==> config.mk <==
export PLATFORM = sky130hd
export DESIGN_NAME = axis_lmac_tx_mux
export DESIGN_NICKNAME = d
export VERILOG_FILES = /design/src/rtl/axis_lmac_tx_mux.sv
export SDC_FILE = /design/constraint.sdc
export NUM_CORES = 1
export LEC_CHECK = 0
export CAP_MARGIN = 10
export CELL_PAD_IN_SITES_DETAIL_PLACEMENT = 1
export CELL_PAD_IN_SITES_GLOBAL_PLACEMENT = 1
export CORE_AREA = 2 2 160 162
export CTS_BUF_LIST = sky130_fd_sc_hd__clkbuf_2
export CTS_CLUSTER_DIAMETER = 80
export DETAILED_ROUTE_END_ITERATION = 10
export DIE_AREA = 0 0 162 164
export PLACE_DENSITY = 0.8
export RECOVER_POWER = 100
export SYNTH_ARGS = -nofsm -noshare
export SYNTH_HDL_FRONTEND = slang
export SYNTH_SLANG_ARGS = --single-unit
==> constraint.sdc <==
create_clock -name clk -period 6.5 [get_ports clk]
set_clock_uncertainty 0.05 [all_clocks]
set_input_delay 1.3 -clock clk [delete_from_list [all_inputs] [get_ports clk]]
set_output_delay 1.3 -clock clk [all_outputs]
set_load 0.02 [all_outputs]
==> src/rtl/axis_lmac_tx_mux.sv <==
// +--------------------------------------------------------------------------+
// | axis_lmac_tx_mux : packet-granular N:1 AXIS mux into the FMAC TX FIFOs.  |
// | Optional macro AXIS_TXMUX_STRICT_PRI_EN selects strict priority.        |
// | Revision: 1.0                                                            |
// +--------------------------------------------------------------------------+
`default_nettype none

module axis_lmac_tx_mux #(
  parameter int NUM_CH    = 4,
  parameter int DATA_W    = 64,
  parameter int USEDW_W   = 13,
  parameter int START_THR = 7990,
  parameter int MAX_BYTES = 1518
) (
  input  logic                       clk,
  input  logic                       rst,
  input  logic [NUM_CH-1:0]          s_axis_tvalid,
  output logic [NUM_CH-1:0]          s_axis_tready,
  input  logic [NUM_CH*DATA_W-1:0]   s_axis_tdata,
  input  logic [NUM_CH*DATA_W/8-1:0] s_axis_tkeep,
  input  logic [NUM_CH-1:0]          s_axis_tlast,
  output logic                       mac_data_wr,
  output logic [DATA_W-1:0]          mac_data,
  input  logic                       mac_full,
  input  logic [USEDW_W-1:0]         mac_usedw,
  output logic                       mac_cnt_wr,
  output logic [31:0]                mac_cnt,
  output logic                       busy
);

  localparam int KEEP_W = DATA_W / 8;

  typedef enum logic [1:0] {
    IDLE = 2'd0,
    ARB  = 2'd1,
    XFER = 2'd2,
    CNT  = 2'd3
  } state_t;

  state_t      state;
  logic [2:0]  grant;
  logic [15:0] count;
`ifndef AXIS_TXMUX_STRICT_PRI_EN
  logic [2:0]  last;
`endif

  logic              found;
  logic [2:0]        pick;
  logic              sel_valid;
  logic              sel_last;
  logic [DATA_W-1:0] sel_data;
  logic [KEEP_W-1:0] sel_keep;
  logic [3:0]        ones;
  logic [16:0]       sum;
  logic [15:0]       count_next;
  logic              oversize;
  logic              handshake;

  // Arbitration: first requester in search order; loops unroll to constant indices
  always_comb begin
    found = 1'b0;
    pick  = '0;
    for (int k = 0; k < NUM_CH; k++) begin
      for (int i = 0; i < NUM_CH; i++) begin
`ifdef AXIS_TXMUX_STRICT_PRI_EN
        if (!found && (i == k) && s_axis_tvalid[i]) begin
`else
        if (!found && (i == ((int'(last) + 1 + k) % NUM_CH)) && s_axis_tvalid[i]) begin
`endif
          found = 1'b1;
          pick  = 3'(i);
        end
      end
    end
  end

  always_comb begin
    sel_valid     = 1'b0;
    sel_last      = 1'b0;
    sel_data      = '0;
    sel_keep      = '0;
    s_axis_tready = '0;
    for (int i = 0; i < NUM_CH; i++) begin
      if (grant == 3'(i)) begin
        sel_valid        = s_axis_tvalid[i];
        sel_last         = s_axis_tlast[i];
        sel_data         = s_axis_tdata[i*DATA_W +: DATA_W];
        sel_keep         = s_axis_tkeep[i*KEEP_W +: KEEP_W];
        s_axis_tready[i] = (state == XFER) && !mac_full;
      end
    end
  end

  always_comb begin
    ones = '0;
    for (int i = 0; i < KEEP_W; i++) begin
      ones = ones + {3'b000, sel_keep[i]};
    end
  end

  assign sum        = {1'b0, count} + {13'b0, ones};
  assign count_next = sum[16] ? 16'hFFFF : sum[15:0];
  assign oversize   = (count_next > 16'(MAX_BYTES));
  assign handshake  = (state == XFER) && sel_valid && !mac_full;

  always_ff @(posedge clk or posedge rst) begin
    if (rst) begin
      state       <= IDLE;
      grant       <= '0;
      count       <= '0;
`ifndef AXIS_TXMUX_STRICT_PRI_EN
      last        <= 3'(NUM_CH - 1);
`endif
      mac_data_wr <= 1'b0;
      mac_data    <= '0;
      mac_cnt_wr  <= 1'b0;
      mac_cnt     <= '0;
      busy        <= 1'b0;
    end else begin
      mac_data_wr <= 1'b0;
      mac_cnt_wr  <= 1'b0;
      case (state)
        IDLE: begin
          if (found && (mac_usedw <= USEDW_W'(START_THR))) begin
            grant <= pick;
            busy  <= 1'b1;
            state <= ARB;
          end
        end
        ARB: begin
          count <= '0;
`ifndef AXIS_TXMUX_STRICT_PRI_EN
          last  <= grant;
`endif
          state <= XFER;
        end
        XFER: begin
          if (handshake) begin
            mac_data    <= sel_data;
            mac_data_wr <= 1'b1;
            count       <= count_next;
            // Count word is registered on the tlast beat so it lands in the CNT cycle
            if (sel_last) begin
              mac_cnt_wr <= 1'b1;
              mac_cnt    <= {oversize, 12'b0, grant, count_next};
              state      <= CNT;
            end
          end
        end
        CNT: begin
          busy  <= 1'b0;
          state <= IDLE;
        end
        default: state <= IDLE;
      endcase
    end
  end

endmodule

`default_nettype wire

Word level (Yosys, flattened, before mapping)
Index checks and enable logic that the tools add are counted.
Storage, ports and cells
  flip-flop bits (word level): 110
  bits in latches: 0
  RAM bits: 0
  bits in read-only memories: 0
  input port bits: 312
  output and inout port bits: 103
  word-level logic and storage cells: 182
  memories kept: 0
Cells by class
  add/sub/neg operators: 12
  multiply operators: 0
  div/mod/pow operators: 0
  $lt $le $gt $ge: 2
  equal/unequal tests: 21
  shift operators: 0
  muxes and demuxes: 65
  bitwise logic cells: 4
  reductions and logical operators: 69
Operators by type and width (number)
  $mux W64: 4
  $logic_not A32 Y1: 4
  $mux W3: 14
  $logic_and A1 B1 Y1: 35
  $mux W1: 35
  $mux W16: 2
  $mux W8: 4
  $pmux W16 S2: 1
  $eq A3 B3 Y1 const A: 8
  $add A16 B4 Y17: 1
  $add A4 B1 Y4: 4
  $gt A16 B11 Y1 const B: 1
  $logic_not A1 Y1: 16
  $le A13 B13 Y1 const B: 1
  $eq A2 B3 Y1 const A: 4
  $pmux W2 S4: 1
  $reduce_and A2 Y1: 4
  $reduce_or A2 Y1: 4
  $eq A3 B2 Y1 const B: 2
  $mux W2: 3
  $ne A2 B2 Y1 const B: 3
  $reduce_and A3 Y1: 2
  $add A2 B1 Y2 const B: 2
  $add A2 B2 Y2 const B: 2
  11 further kinds: 16

Logic depth before layout (Yosys ltp)
  depth after elaboration: 69
  mapped depth: 18
  depth with buffers taken out: 14

Least setup slack after synthesis
No wires, ideal clock.
  path type: input to register
  start: in s_axis_tkeep[24]
  end: reg mac_cnt[31]
  setup time: 126 ps
  data arrival time: 5368 ps
  data required time: 6324 ps
  slack: 955 ps
  cell stages on the path: 14
  path through: mux4_2 inv_1 fa_1 inv_1 fa_1 fa_1 fa_1 fa_1 a21o_1 a21oi_4 and3b_1 mux2i_1 nand4_1 o32a_1
Between the ends
  longest elaborated chain between the ends: 11
Ends and longest elaborated chain
  from (decl): RTL line 20  | input logic [NUM_CH*DATA_W/8-1:0] s_axis_tkeep,
  $mux W8: RTL line 84  | if (grant == 3'(i)) begin
  $add A1 B1 Y2: RTL line 97  | ones = ones + {3'b000, sel_keep[i]};
  $add A2 B1 Y3: RTL line 97
  $add A3 B1 Y4: RTL line 97
  $add A4 B1 Y4 (4 in a row): RTL line 97
  $add A16 B4 Y17: RTL line 101  | assign sum = {1'b0, count} + {13'b0, ones};
  $mux W16: RTL line 102  | assign count_next = sum[16] ? 16'hFFFF : sum[15:0];
  $gt A16 B11 Y1: RTL line 103  | assign oversize = (count_next > 16'(MAX_BYTES));
  to (signal assigned): RTL line 145  | mac_cnt <= {oversize, 12'b0, grant, count_next};
  to (decl): RTL line 27  | output logic [31:0] mac_cnt,
No other way between the ends.
A chain may end at the register's enable or synchronous reset.

Worst setup path after layout
Ends and elaborated chain as after synthesis.

==> flow_summary.json <==
{
  "io_pins": 415,
  "crit_fanout": 6,
  "synthDistinctLibCells": 53,
  "root_buffer": "clkbuf_2",
  "rsz0062_at_grt": "no",
  "dpl.hpwl_um": 22200,
  "fin_total_pwr_mw": 4.29,
  "wl_per_cell_um": 20.1,
  "vdd_ir_drop_max_v": 0.000195,
  "finalHoldViolations": 0,
  "yosys-top-cells-area": "dfrtp_1 (39%), mux4_2 (24%), nand2_1 (12%), o21ai_0 (2.3%), ha_1 (2.0%)",
  "die_h_um": 164,
  "post_cts_buffers": 0,
  "first_pass_iters": 4,
  "cts_made_buffers": 9,
  "synth_top_flop_cell": "dfrtp_1",
  "async_flop_share": 1.00,
  "ys_seq_area_frac": 0.395,
  "coreArea_um2": 24800,
  "grt_start_max_net_pins": 67,
  "netlist_top_cells_count": "nand2_1 (211), dfrtp_1 (106), mux4_2 (72)",
  "final_nets": 1369,
  "tightest_slew_ns": 3.17,
  "final_core_util": 0.452,
  "grt_pass1_wl_um": 41000,
  "synth.avg_cell_area_um2": 10.3,
  "die-area_um2": 26600,
  "synth_top_area_cell": "dfrtp_1",
  "finalWirelength_um": 27700,
  "grt_pass1_vias": 7281,
  "first_iter_violations": 265,
  "cts.repair.resized": 0,
  "cts_buffer_depth": 2,
  "reg2reg_slack_ns": 0.92,
  "holdBufCountCts": 0,
  "fill_cells": 2787,
  "min_period_ns": 5.71,
  "fin_setup_tns_ns": 0,
  "p_leak_nw": 4.84,
  "clk_pin_slew_ns": 0.38,
  "area_delta_synth_final_pct": 64.1,
  "synth_area_um2": 6840,
  "status": "complete, but fails checks",
  "setup.worst_path.start_class": "input port",
  "drv_slew": 111,
  "cts_max_level": 3,
  "cap_violations": 2,
  "setup_violations": 0,
  "clk_latency_ns": 0.69,
  "critical_path_class": "input port to flip-flop",
  "postRouteAntennaNets": 0,
  "cts_tree": "done",
  "yosys_warnings": 0,
  "cp.required_ns": 7.10,
  "fin_crit_sh": 0.879,
  "synth_top_area_frac": 0.388,
  "grt_usage": 0.203,
  "critPathArrivalTime_ns": 6.31,
  "vias": 6684,
  "pwr_density_cell_nw_per_um2": 382,
  "clock_sinks": 108,
  "synth.most_common_cell": "nand2_1",
  "hp-class": "flip-flop to flip-flop",
  "regArea_um2": 2710,
  "synth-edff-count": 0,
  "max_freq_ghz": 0.175,
  "antenna_found_initial": 3,
  "drcViolationCount": 0,
  "violations": "capacitance limit, slew limit",
  "ys_seq_elements": 108,
  "place_congestion": 0.807,
  "row_count": 58,
  "drt-vias-per-instance": 4.85,
  "globalRoute.totalOverflow": 0,
  "max_slew_margin": -1.13,
  "syn_inst": 662,
  "multiInputGateArea_um2": 3820,
  "end_kind": "flip-flop",
  "drive_above_1_share": 0.104,
  "io_buffers": 401,
  "start_util": 0.276,
  "die_w_um": 162
}
-- cells in the final DEF (no fill, tap or decap), types with 5 or more instances in the layout --
| cell | n |
|---|---|
| a31oi_1 | 5 |
| nand2b_1 | 5 |
| conb_1 | 13 |
| ha_1 | 11 |
| fa_1 | 5 |
| dlygate4sd3_1 | 92 |
| mux4_2 | 72 |
| mux2i_1 | 5 |
| a21oi_1 | 20 |
| nor3_1 | 6 |
| o32a_1 | 6 |
| a21o_1 | 6 |
| dfrtp_1 | 105 |
| clkbuf_2 | 10 |
| nand2_1 | 212 |
| clkdlybuf4s50_1 | 309 |
| nor2_1 | 32 |
| nor2b_1 | 6 |
| inv_1 | 18 |
| o21ai_0 | 31 |
| nand3_1 | 6 |
| buf_4 | 6 |
| mux2_2 | 5 |
-- flip-flops by register name, indices dropped and copies added (netlist names) --
name         count
mac_data        64
last             2
mac_data_wr      1
state            2
grant            2
busy             1
count           16
mac_cnt_wr       1
mac_cnt         19
-- power breakdown --
group / leakage, nW / internal [mW] / total, mW / switching [mW]
Clock: 0.0824 / 0.102 / 0.370 / 0.269
Combinational: 3.39 / 1.31 / 2.77 / 1.47
Sequential: 1.36 / 0.944 / 1.15 / 0.203
-- metal layers --
metal	vias to the layer above	routed length (um)	GRT usage
li1	3069	-	-
met1	3308	10700	0.240
met2	264	14400	0.364
met3	39	1850	0.0452
met4	4	698	0.0688
met5	-	27	0
-- final cells by class --
cell class,count,area share
sequential,108,0.241
tap,330,0.0368
clock buffer,9,0.00401
clock inverter,7,0.00802
multi-input combinational,492,0.340
timing repair buffer,411,0.363
antenna,2,0.000446
inverter,19,0.00646
-- path summary, 6_finish.rpt --
check / startpoint / end / cells past startpoint
max: s_axis_tkeep[24] / mac_cnt[31] / 16
min: mac_data[13] / mac_data[13] / 2
max reg2reg: grant[0] / mac_cnt[31] / 15
min reg2reg: mac_data[13] / mac_data[13] / 2
max in group asynchronous: rst / count[12] / 3
min in group asynchronous: rst / mac_data[36] / 2
-- worst max-delay path: stages --
cell and delay (ns):
clkdlybuf4s50_1 0.39, mux4_2 0.49, inv_1 0.15, fa_1 0.43, inv_1 0.10, fa_1 0.43
fa_1 0.52, fa_1 0.50, fa_1 0.45, a21o_1 0.18, a21oi_1 0.33, clkbuf_1 0.30
nor3_1 0.14, o21ai_0 0.18, a211oi_1 0.10, o32a_1 0.33
-- cells by family (layout without fill, tap and decap cells) --
kind of cell	count (synthesis)	after routing	share of synthesized area
AO/OA/AOI/OAI	87	87	0.0819
XOR/XNOR	8	8	0.0102
buffers and inverters	74	446	0.0521
adder cells (fa/ha/maj)	16	16	0.0347
AND/OR/NAND/NOR	285	285	0.171
other	1	15	0.000548
multiplexers	83	83	0.254
flip-flops	108	108	0.395
-- stage by stage --
| stage | setup slack [ns] | hold WS [ns] | cells | area, um2 |
|---|---|---|---|---|
| after floorplan | 0.955 | 0.400 | 674 | 6890 |
| after global placement | 0.314 | 0.406 | 1360 | 11100 |
| after global routing | 0.532 | 0.489 | 1377 | 11200 |
| after CTS | 1.07 | 0.473 | 1376 | 11300 |
| after detailed placement | 0.245 | 0.411 | 1360 | 11100 |
| final | 0.785 | 0.464 | 1378 | 11200 |
No activity file was read; power rests on OpenSTA's default activity.
